===== src/rtl/mips_ctrl_pkg.sv =====
// ---------------------------------------------------------------------------
// mips_ctrl_pkg
// Shared definitions for the multi-cycle MIPS control unit:
//   - opcode / funct field values of the supported instructions
//   - alu_control encodings driven to the datapath ALU
//   - control FSM state enumeration
//   - instruction-class enumeration produced by the decoder
// ---------------------------------------------------------------------------
package mips_ctrl_pkg;

  // Primary opcodes, instruction[31:26]
  localparam logic [5:0] OP_RTYPE = 6'h00;
  localparam logic [5:0] OP_BEQ   = 6'h04;
  localparam logic [5:0] OP_ADDI  = 6'h08;
  localparam logic [5:0] OP_LW    = 6'h23;
  localparam logic [5:0] OP_SW    = 6'h2B;

  // R-type function codes, instruction[5:0]
  localparam logic [5:0] FN_ADD = 6'h20;
  localparam logic [5:0] FN_SUB = 6'h22;
  localparam logic [5:0] FN_AND = 6'h24;
  localparam logic [5:0] FN_OR  = 6'h25;

  // ALU operation select
  localparam logic [1:0] ALU_ADD = 2'b00;
  localparam logic [1:0] ALU_SUB = 2'b01;
  localparam logic [1:0] ALU_AND = 2'b10;
  localparam logic [1:0] ALU_OR  = 2'b11;

  typedef enum logic [2:0] {
    ST_IDLE,
    ST_DECODE,
    ST_EXECUTE,
    ST_MEMORY,
    ST_WRITEBACK
  } state_e;

  typedef enum logic [2:0] {
    CL_RTYPE,
    CL_ADDI,
    CL_LW,
    CL_SW,
    CL_BEQ,
    CL_INVALID
  } instr_class_e;

endpackage


===== src/rtl/mips_instr_decode.sv =====
// ---------------------------------------------------------------------------
// mips_instr_decode
// Purely combinational decode of one 32-bit MIPS word.
// Ports:
//   instruction  in  32  raw instruction word
//   instr_class  out     instruction class (CL_INVALID for unsupported words)
//   alu_control  out  2  ALU operation for the class / funct
//   alu_src_imm  out  1  ALU B operand comes from the sign-extended immediate
//   write_addr   out  5  write-back register: rd for R-type, rt otherwise
// ---------------------------------------------------------------------------
module mips_instr_decode
  import mips_ctrl_pkg::*;
(
  input  logic [31:0]  instruction,
  output instr_class_e instr_class,
  output logic [1:0]   alu_control,
  output logic         alu_src_imm,
  output logic [4:0]   write_addr
);

  logic [5:0] opcode;
  logic [5:0] funct;

  assign opcode = instruction[31:26];
  assign funct  = instruction[5:0];

  always_comb begin
    // NOTE: every output gets a default before the case so that no path
    // leaves it unassigned, which would otherwise infer a latch.
    instr_class = CL_INVALID;
    alu_control = ALU_ADD;
    alu_src_imm = 1'b0;
    write_addr  = instruction[20:16];

    case (opcode)
      OP_RTYPE: begin
        write_addr = instruction[15:11];
        case (funct)
          FN_ADD: begin instr_class = CL_RTYPE; alu_control = ALU_ADD; end
          FN_SUB: begin instr_class = CL_RTYPE; alu_control = ALU_SUB; end
          FN_AND: begin instr_class = CL_RTYPE; alu_control = ALU_AND; end
          FN_OR:  begin instr_class = CL_RTYPE; alu_control = ALU_OR;  end
          default: instr_class = CL_INVALID;
        endcase
      end
      OP_ADDI: begin instr_class = CL_ADDI; alu_src_imm = 1'b1; end
      OP_LW:   begin instr_class = CL_LW;   alu_src_imm = 1'b1; end
      OP_SW:   begin instr_class = CL_SW;   alu_src_imm = 1'b1; end
      OP_BEQ:  begin instr_class = CL_BEQ;  alu_control = ALU_SUB; end
      default: instr_class = CL_INVALID;
    endcase
  end

endmodule


===== src/rtl/mips_multicycle_control.sv =====
// ---------------------------------------------------------------------------
// mips_multicycle_control
// Multi-cycle control unit: accepts one instruction over valid/ready, latches
// its fields and steps the datapath enables through a per-class sequence
//   R/addi : IDLE->DECODE->EXECUTE->WRITEBACK->IDLE
//   lw     : IDLE->DECODE->EXECUTE->MEMORY->WRITEBACK->IDLE
//   sw     : IDLE->DECODE->EXECUTE->MEMORY->IDLE
//   beq    : IDLE->DECODE->EXECUTE->IDLE
//   invalid: IDLE->DECODE->IDLE (error pulse, no enables, no done)
// Ports:
//   clock, reset_n               clock / async active-low reset
//   instr_valid, instr_ready     instruction handshake (ready only in IDLE)
//   instruction                  32-bit word, sampled at transfer only
//   alu_zero                     ALU zero flag, sampled in EXECUTE for beq
//   rs, rt, rd, write_addr,
//   immediate, alu_control,
//   alu_src_imm                  fields latched at transfer
//   reg_write, mem_read,
//   mem_write, mem_to_reg        one-cycle datapath enables
//   branch_taken, done,
//   err_invalid_instruction      one-cycle status pulses
//   retire_count                 retired-instruction counter, present only
//                                when MIPS_CTRL_RETIRE_COUNT_EN is defined
// All outputs are registered; enables depend on state and latched class only.
// ---------------------------------------------------------------------------
module mips_multicycle_control
  import mips_ctrl_pkg::*;
(
  input  logic        clock,
  input  logic        reset_n,
  input  logic        instr_valid,
  output logic        instr_ready,
  input  logic [31:0] instruction,
  input  logic        alu_zero,
  output logic [4:0]  rs,
  output logic [4:0]  rt,
  output logic [4:0]  rd,
  output logic [4:0]  write_addr,
  output logic [15:0] immediate,
  output logic [1:0]  alu_control,
  output logic        alu_src_imm,
  output logic        reg_write,
  output logic        mem_read,
  output logic        mem_write,
  output logic        mem_to_reg,
  output logic        branch_taken,
  output logic        done,
  output logic        err_invalid_instruction
`ifdef MIPS_CTRL_RETIRE_COUNT_EN
  ,
  output logic [31:0] retire_count
`endif
);

  instr_class_e dec_class;
  logic [1:0]   dec_alu_control;
  logic         dec_alu_src_imm;
  logic [4:0]   dec_write_addr;

  mips_instr_decode u_decode (
    .instruction (instruction),
    .instr_class (dec_class),
    .alu_control (dec_alu_control),
    .alu_src_imm (dec_alu_src_imm),
    .write_addr  (dec_write_addr)
  );

  state_e       state_q, state_d;
  instr_class_e class_q, class_d;
  logic [4:0]   rs_q, rs_d, rt_q, rt_d, rd_q, rd_d, write_addr_q, write_addr_d;
  logic [15:0]  immediate_q, immediate_d;
  logic [1:0]   alu_control_q, alu_control_d;
  logic         alu_src_imm_q, alu_src_imm_d;
  logic         instr_ready_q, instr_ready_d;
  logic         reg_write_q, reg_write_d, mem_read_q, mem_read_d;
  logic         mem_write_q, mem_write_d, mem_to_reg_q, mem_to_reg_d;
  logic         branch_taken_q, branch_taken_d, done_q, done_d;
  logic         err_q, err_d;

  always_comb begin
    state_d       = state_q;
    class_d       = class_q;
    rs_d          = rs_q;
    rt_d          = rt_q;
    rd_d          = rd_q;
    write_addr_d  = write_addr_q;
    immediate_d   = immediate_q;
    alu_control_d = alu_control_q;
    alu_src_imm_d = alu_src_imm_q;

    case (state_q)
      ST_IDLE: begin
        if (instr_valid) begin
          state_d       = ST_DECODE;
          class_d       = dec_class;
          rs_d          = instruction[25:21];
          rt_d          = instruction[20:16];
          rd_d          = instruction[15:11];
          write_addr_d  = dec_write_addr;
          immediate_d   = instruction[15:0];
          alu_control_d = dec_alu_control;
          alu_src_imm_d = dec_alu_src_imm;
        end
      end
      ST_DECODE:  state_d = (class_q == CL_INVALID) ? ST_IDLE : ST_EXECUTE;
      ST_EXECUTE: begin
        case (class_q)
          CL_BEQ:       state_d = ST_IDLE;
          CL_LW, CL_SW: state_d = ST_MEMORY;
          default:      state_d = ST_WRITEBACK;
        endcase
      end
      ST_MEMORY:    state_d = (class_q == CL_LW) ? ST_WRITEBACK : ST_IDLE;
      ST_WRITEBACK: state_d = ST_IDLE;
      default:      state_d = ST_IDLE;
    endcase

    // Outputs are decoded from the state being entered so that, once
    // registered, each one lines up exactly with that state's cycle.
    instr_ready_d  = (state_d == ST_IDLE);
    reg_write_d    = (state_d == ST_WRITEBACK);
    mem_to_reg_d   = (state_d == ST_WRITEBACK) && (class_d == CL_LW);
    mem_read_d     = (state_d == ST_MEMORY)    && (class_d == CL_LW);
    mem_write_d    = (state_d == ST_MEMORY)    && (class_d == CL_SW);
    err_d          = (state_d == ST_DECODE)    && (class_d == CL_INVALID);
    done_d         = (state_d == ST_WRITEBACK)
                   || ((state_d == ST_MEMORY)  && (class_d == CL_SW))
                   || ((state_d == ST_EXECUTE) && (class_d == CL_BEQ));
    // The flag is sampled during EXECUTE and shows up in the following cycle.
    branch_taken_d = (state_q == ST_EXECUTE) && (class_q == CL_BEQ) && alu_zero;
  end

  always_ff @(posedge clock or negedge reset_n) begin
    if (!reset_n) begin
      state_q        <= ST_IDLE;
      class_q        <= CL_INVALID;
      rs_q           <= '0;
      rt_q           <= '0;
      rd_q           <= '0;
      write_addr_q   <= '0;
      immediate_q    <= '0;
      alu_control_q  <= ALU_ADD;
      alu_src_imm_q  <= 1'b0;
      instr_ready_q  <= 1'b1;
      reg_write_q    <= 1'b0;
      mem_read_q     <= 1'b0;
      mem_write_q    <= 1'b0;
      mem_to_reg_q   <= 1'b0;
      branch_taken_q <= 1'b0;
      done_q         <= 1'b0;
      err_q          <= 1'b0;
    end else begin
      // NOTE: non-blocking assignments so every flop samples the values from
      // before this edge, independent of statement order.
      state_q        <= state_d;
      class_q        <= class_d;
      rs_q           <= rs_d;
      rt_q           <= rt_d;
      rd_q           <= rd_d;
      write_addr_q   <= write_addr_d;
      immediate_q    <= immediate_d;
      alu_control_q  <= alu_control_d;
      alu_src_imm_q  <= alu_src_imm_d;
      instr_ready_q  <= instr_ready_d;
      reg_write_q    <= reg_write_d;
      mem_read_q     <= mem_read_d;
      mem_write_q    <= mem_write_d;
      mem_to_reg_q   <= mem_to_reg_d;
      branch_taken_q <= branch_taken_d;
      done_q         <= done_d;
      err_q          <= err_d;
    end
  end

`ifdef MIPS_CTRL_RETIRE_COUNT_EN
  logic [31:0] retire_count_q, retire_count_d;

  // Counts in step with done; wraps naturally at 32 bits.
  assign retire_count_d = retire_count_q + 32'(done_d);

  always_ff @(posedge clock or negedge reset_n) begin
    if (!reset_n) retire_count_q <= '0;
    else          retire_count_q <= retire_count_d;
  end

  assign retire_count = retire_count_q;
`endif

  assign instr_ready             = instr_ready_q;
  assign rs                      = rs_q;
  assign rt                      = rt_q;
  assign rd                      = rd_q;
  assign write_addr              = write_addr_q;
  assign immediate               = immediate_q;
  assign alu_control             = alu_control_q;
  assign alu_src_imm             = alu_src_imm_q;
  assign reg_write               = reg_write_q;
  assign mem_read                = mem_read_q;
  assign mem_write               = mem_write_q;
  assign mem_to_reg              = mem_to_reg_q;
  assign branch_taken            = branch_taken_q;
  assign done                    = done_q;
  assign err_invalid_instruction = err_q;

endmodule

===== config.mk =====
export PLATFORM = sky130hd
export DESIGN_NAME = mips_multicycle_control
export DESIGN_NICKNAME = d
export VERILOG_FILES = /design/src/rtl/mips_ctrl_pkg.sv /design/src/rtl/mips_instr_decode.sv /design/src/rtl/mips_multicycle_control.sv
export SDC_FILE = /design/constraint.sdc
export NUM_CORES = 1
export LEC_CHECK = 0
export BUFFER_PORTS_ARGS = -buffer_cell sky130_fd_sc_hd__buf_2
export CAP_MARGIN = 20
export CORE_MARGIN = 5
export CORE_UTILIZATION = 48
export DETAILED_ROUTE_END_ITERATION = 6
export PLACE_DENSITY = 0.79
export SYNTH_ARGS = -nofsm -noshare
export SYNTH_HDL_FRONTEND = slang
export SYNTH_SLANG_ARGS = --single-unit

===== constraint.sdc =====
create_clock -name clock -period 1.8 [get_ports clock]
set_input_delay 0.18 -clock clock [delete_from_list [all_inputs] [get_ports clock]]
set_output_delay 0.18 -clock clock [all_outputs]
set_load 0.05 [all_outputs]

# After elaboration in Yosys (flattened, before gate mapping)
# Cells that the tools add are included.
# totals
register_bits,53
inputBits,36
output_inout_bits,47
elab_cells,69
# op_classes
n_eq_ne,23
n_mux,13
n_reduce_logical,16
# op_table
operator,n
$eq A6 B6 Y1 const B,6
$eq A3 B2 Y1 const B,8
$eq A3 B3 Y1 const B,5
$mux W3,5
$pmux W3 S5,1
$pmux W3 S4,1
$logic_and A1 B1 Y1,7
$eq A3 B1 Y1 const B,2
$eq A6 B3 Y1 const B,1
$eq A6 B4 Y1 const B,1
$logic_not A3 Y1,2
$logic_not A6 Y1,1
$pmux W2 S3,1
$pmux W3 S2,1
$mux W5,1
$pmux W2 S2,1
$reduce_or A4 Y1,1
$reduce_or A3 Y1,1
$logic_or A1 B1 Y1,2
$mux W2,1
$reduce_and A2 Y1,1
$reduce_or A2 Y1,1
$mux W1,1

# Logic depth before layout (Yosys ltp)
# logic_depth
depth_word,10
ltp_mapped,6
mapped_depth_nobuf,4

# Modules after synthesis
# A second synthesis with hierarchy kept.
# unflattened
hier_cells,151
area_unflattened_um2,2147.1
# by_module_without_submodules
mod,instances,cells_per_inst,area_per_inst_um2,seq_area_each_um2
mips_multicycle_control,1,123,1895.6,1204.9
mips_instr_decode,1,28,251.5,0.0

# Least setup slack after synthesis
# OpenSTA, ideal clock, no wires.
# synth_timing
path_type,register to register
start,reg state_q[1]
end,"reg alu_control_q[0], in the netlist alu_control[0]"
setup_time_ns,0.125
arrival_time_ns,1.405
required_ns,1.675
setup_slack_ns,0.271
stages_incl_launch_ff,6
path_buffers,2
synth_period_minus_slack_ns,1.529
path_cell_list,dfrtp_1 or4b_4 buf_6 buf_2 nand2_1 o31ai_1
# synth_between
elab_chain_len,2
# synth_lines
item,line,text
from (decl),mips_multicycle_control.sv:68,"state_e state_q, state_d;"
from (signal assigned),mips_multicycle_control.sv:155,state_q <= state_d;
$logic_not A3 Y1,mips_multicycle_control.sv:91,case (state_q)
$reduce_and A2 Y1 (no source line),-,
to (signal assigned),mips_multicycle_control.sv:162,alu_control_q <= alu_control_d;
to (decl),mips_multicycle_control.sv:72,"logic [1:0] alu_control_q, alu_control_d;"
# No other way between the ends.
# A chain may end at the register's enable or synchronous reset.

# Final worst setup path
# layout_timing
start,reg state_q[2]
end,"reg alu_control_q[0], in the netlist alu_control[0]"
# Same word-level chain as after synthesis.

==> run summary <==
Final min period -> 1.58 ns
Die Y -> 76.1 um
GRT Util Overall -> 17.0%
R2R cell count -> 3
Area leader, netlist -> dfrtp_1
Post-route DRC violation count -> 0
Clock buffer depth -> 2
Slew Limit Fails -> 0
Cell area after layout -> 0.00265 sq mm
Max rail drop VDD -> 1230 uV
Initial Util -> 48.8%
Clock sinks -> 48
Final hold viol count -> 0
P&R area growth vs syn -> 26.3%
Critical Path End Type -> flip-flop
Io pins -> 83
Post-CTS setup repair buffer count -> 0
Reg-to-Reg Start -> state_q[2]$_DFF_PN0_
Syn avg cell area -> 9.44 sq um
Hold Path Class -> in2reg
Syn Nets -> 258
Final setup TNS -> 0 ns
Via/cell ratio -> 4.86
GRT overflow -> 0
PwrDens -> 2080 mW/mm^2
Post_cts resized -> 0
Die area -> 0.00579 sq mm
Final HPWL DP -> 3610 um
Share of layout cells above drive strength 1 -> 34.1%
Die width -> 76.1 um
Clock root buffer -> clkbuf_8
Nets -> 341
Post-synth top area share -> 53.7%
FF-to-FF setup slack -> 0.22 ns
P_leak -> 0.00149 uW
Antenna violations before repair -> 0
Max_cap viols -> 0
Crit path launch type -> flip-flop
Vias in the first global route -> 1750
Final setup fails -> 0
Top cells by area, synth -> dfrtp_1 54%, nand2_1 17%, dfstp_2 3.8%, mux2i_1 2.4%, buf_4 1.8%
TritonCTS clock tree -> done
Worst-path cell chain -> or4b_4 > buf_12 > o31ai_1
CP max stage cell -> or4b_4
Critical Path RT -> 2.00 ns
Diode count -> 0
Post-DP Area -> 0.00256 sq mm
H-tree depth -> 2
Setup Skew -> 0.00629 ns
Relative slew slack -> 63.3%
Slowest cell delay on critical path -> 0.58 ns
IO Port Bufs -> 82
Worst skew pair latency -> 0.29 ns
Ys Warns -> 0
Post-synthesis cell count -> 222
Worst-Margin Slew -> 0.550 ns
Drt initial violations -> 87
RR Endpoint -> alu_control[0]$_DFFE_PN0P_
Clk slew on worst S/H paths -> 0.08 ns
Hold Path End -> rs[3]$_DFFE_PN0P_
Max FFs per register -> 11
RSZ-0062 raised after global routing -> no
Rows -> 24
First-pass GRT wire length -> 8160 um
Post-placement setup slack -> 0.195 ns
Largest net degree at the start of global routing -> 41
Drt first pass iters -> 7
Post-synthesis sequential area ratio -> 57.5%
Setup WS post-layout -> 0.216 ns
Core Area -> 0.00429 sq mm
Type of the worst setup path -> reg2reg
Worst-path fanout max -> 40
Hold Crit Depth -> 3
GP Congestion -> 0.874
Distinct cell type count after synthesis -> 35
Min-delay src -> instruction[24]
Status -> finished, final reports clean
Yosys reg bits -> 48
WL per Instance -> 13.3 um
Vias -> 1735
ANT nets after route -> 0
Inserted Clock Buffers -> 5
FMAX -> 631 MHz
Cell area after synthesis -> 0.00210 sq mm
Final worst-path cycle share -> 88.0%
Arrival time worst endpoint -> 1.78 ns
Final WL -> 4750 um
[per-stage QoR]
step | std cells | utilization, % | power, uW | hold WS, ns
finish | 357 | 61.7 | 5500 | 0.0691
global route | 357 | 61.7 | 5810 | 0.0704
CTS | 357 | 61.7 | 5540 | 0.0661
detailed placement | 349 | 59.6 | 4940 | 0.197
global placement | 349 | 59.6 | 4890 | 0.196
floorplan | 222 | - | 4240 | -0.116
[repair_timing]
| item | in CTS | in global routing |
|---|---|---|
| endpoints found under the setup margin | 0 | 0 |
| hold buffers | 1 | 0 |
| hold endpoints to repair | 21 | 0 |
[critical path: cells and delay by family, from the launching register on]
kind / cells / cell delay, ns
AO/OA/AOI/OAI: 1 / 0.26
buffers and inverters: 1 / 0.20
AND/OR/NAND/NOR: 1 / 0.58
flip-flops: 1 / 0.43
[worst max path at each step]
stage,start,depth (start not counted),endpoint
4_1_cts,state_q[2]$_DFF_PN0_,3,done$_DFF_PN0_
3_5_place_dp,state_q[2]$_DFF_PN0_,3,alu_control[0]$_DFFE_PN0P_
5_1_grt,state_q[2]$_DFF_PN0_,3,done$_DFF_PN0_
2_1_floorplan,state_q[1]$_DFF_PN0_,5,alu_control[0]$_DFFE_PN0P_
6_report,state_q[2]$_DFF_PN0_,3,alu_control[0]$_DFFE_PN0P_
3_3_place_gp,state_q[2]$_DFF_PN0_,3,mem_write$_DFF_PN0_
[synth_stat cells]
| cell | count |
|---|---|
| nand4_1 | 1 |
| o21ba_2 | 1 |
| nor2b_1 | 5 |
| nor3_1 | 3 |
| nor2_1 | 5 |
| or2b_1 | 1 |
| and4b_1 | 1 |
| o21ai_0 | 4 |
| buf_6 | 2 |
| buf_2 | 7 |
| and2b_2 | 1 |
| o21ai_1 | 7 |
| nor4_4 | 1 |
| nand2_1 | 96 |
| o2bb2ai_1 | 1 |
| nor3b_1 | 4 |
| o2111ai_1 | 1 |
| buf_4 | 5 |
| o22a_1 | 1 |
| nand3b_1 | 1 |
| dfstp_2 | 3 |
| nand2b_1 | 3 |
| a21oi_1 | 4 |
| or3_1 | 1 |
| nand3_1 | 2 |
| and2_1 | 1 |
| mux2i_1 | 5 |
| o211ai_1 | 1 |
| and3_1 | 1 |
| o31ai_2 | 1 |
| o31ai_1 | 1 |
| dfrtp_1 | 45 |
| or4b_4 | 1 |
| nor4b_1 | 2 |
| inv_1 | 3 |
[report_power, final]
group / leakage (uW) / switching (uW) / internal, uW
Sequential: 0.000605 / 251 / 1540
Combinational: 0.000840 / 2360 / 753
Clock: 0.0000410 / 332 / 265
Total: 0.00149 / 2950 / 2550
[final cells by class]
cell class | instances | area (sq um)
clock buffer | 6 | 72.6
clock inverter | 1 | 5.00
fill | 397 | 1650
inverter | 3 | 11.3
multi-input combinational | 157 | 791
sequential | 48 | 1200
tap | 52 | 65.1
timing repair buffer | 90 | 498
[logic make-up (layout without fill, tap and decap cells)]
| kind of cell | after synthesis | in the layout | synth area share [%] |
|---|---|---|---|
| buf+inv | 17 | 100 | 5.07 |
| mux | 5 | 5 | 2.39 |
| flops | 48 | 48 | 57.5 |
| compound gates | 22 | 22 | 6.63 |
| simple gates | 130 | 130 | 28.4 |
[layout by cell type (no fill, tap or decap), types with 2 or more instances in the layout]
cell | netlist | routed
o21ai_1 | 7 | 7
dfstp_2 | 3 | 3
dfrtp_1 | 45 | 45
clkbuf_8 | 0 | 5
nand2_1 | 96 | 96
a21oi_1 | 4 | 4
nand2b_1 | 3 | 3
nand3_1 | 2 | 2
nor2b_1 | 5 | 5
mux2i_1 | 5 | 5
nor3b_1 | 4 | 4
inv_1 | 3 | 3
buf_12 | 0 | 2
o21ai_0 | 4 | 4
nor2_1 | 5 | 5
buf_2 | 7 | 82
buf_4 | 5 | 5
nor3_1 | 3 | 3
[layer usage]
layer	vias up	GRT usage, %	routed length [um]
met5	-	0	0
met4	0	4.90	62
met3	6	5.56	372
met2	58	28.1	2210
met1	791	21.2	2100
li1	880	-	-
(Power assumes the default switching activity.)
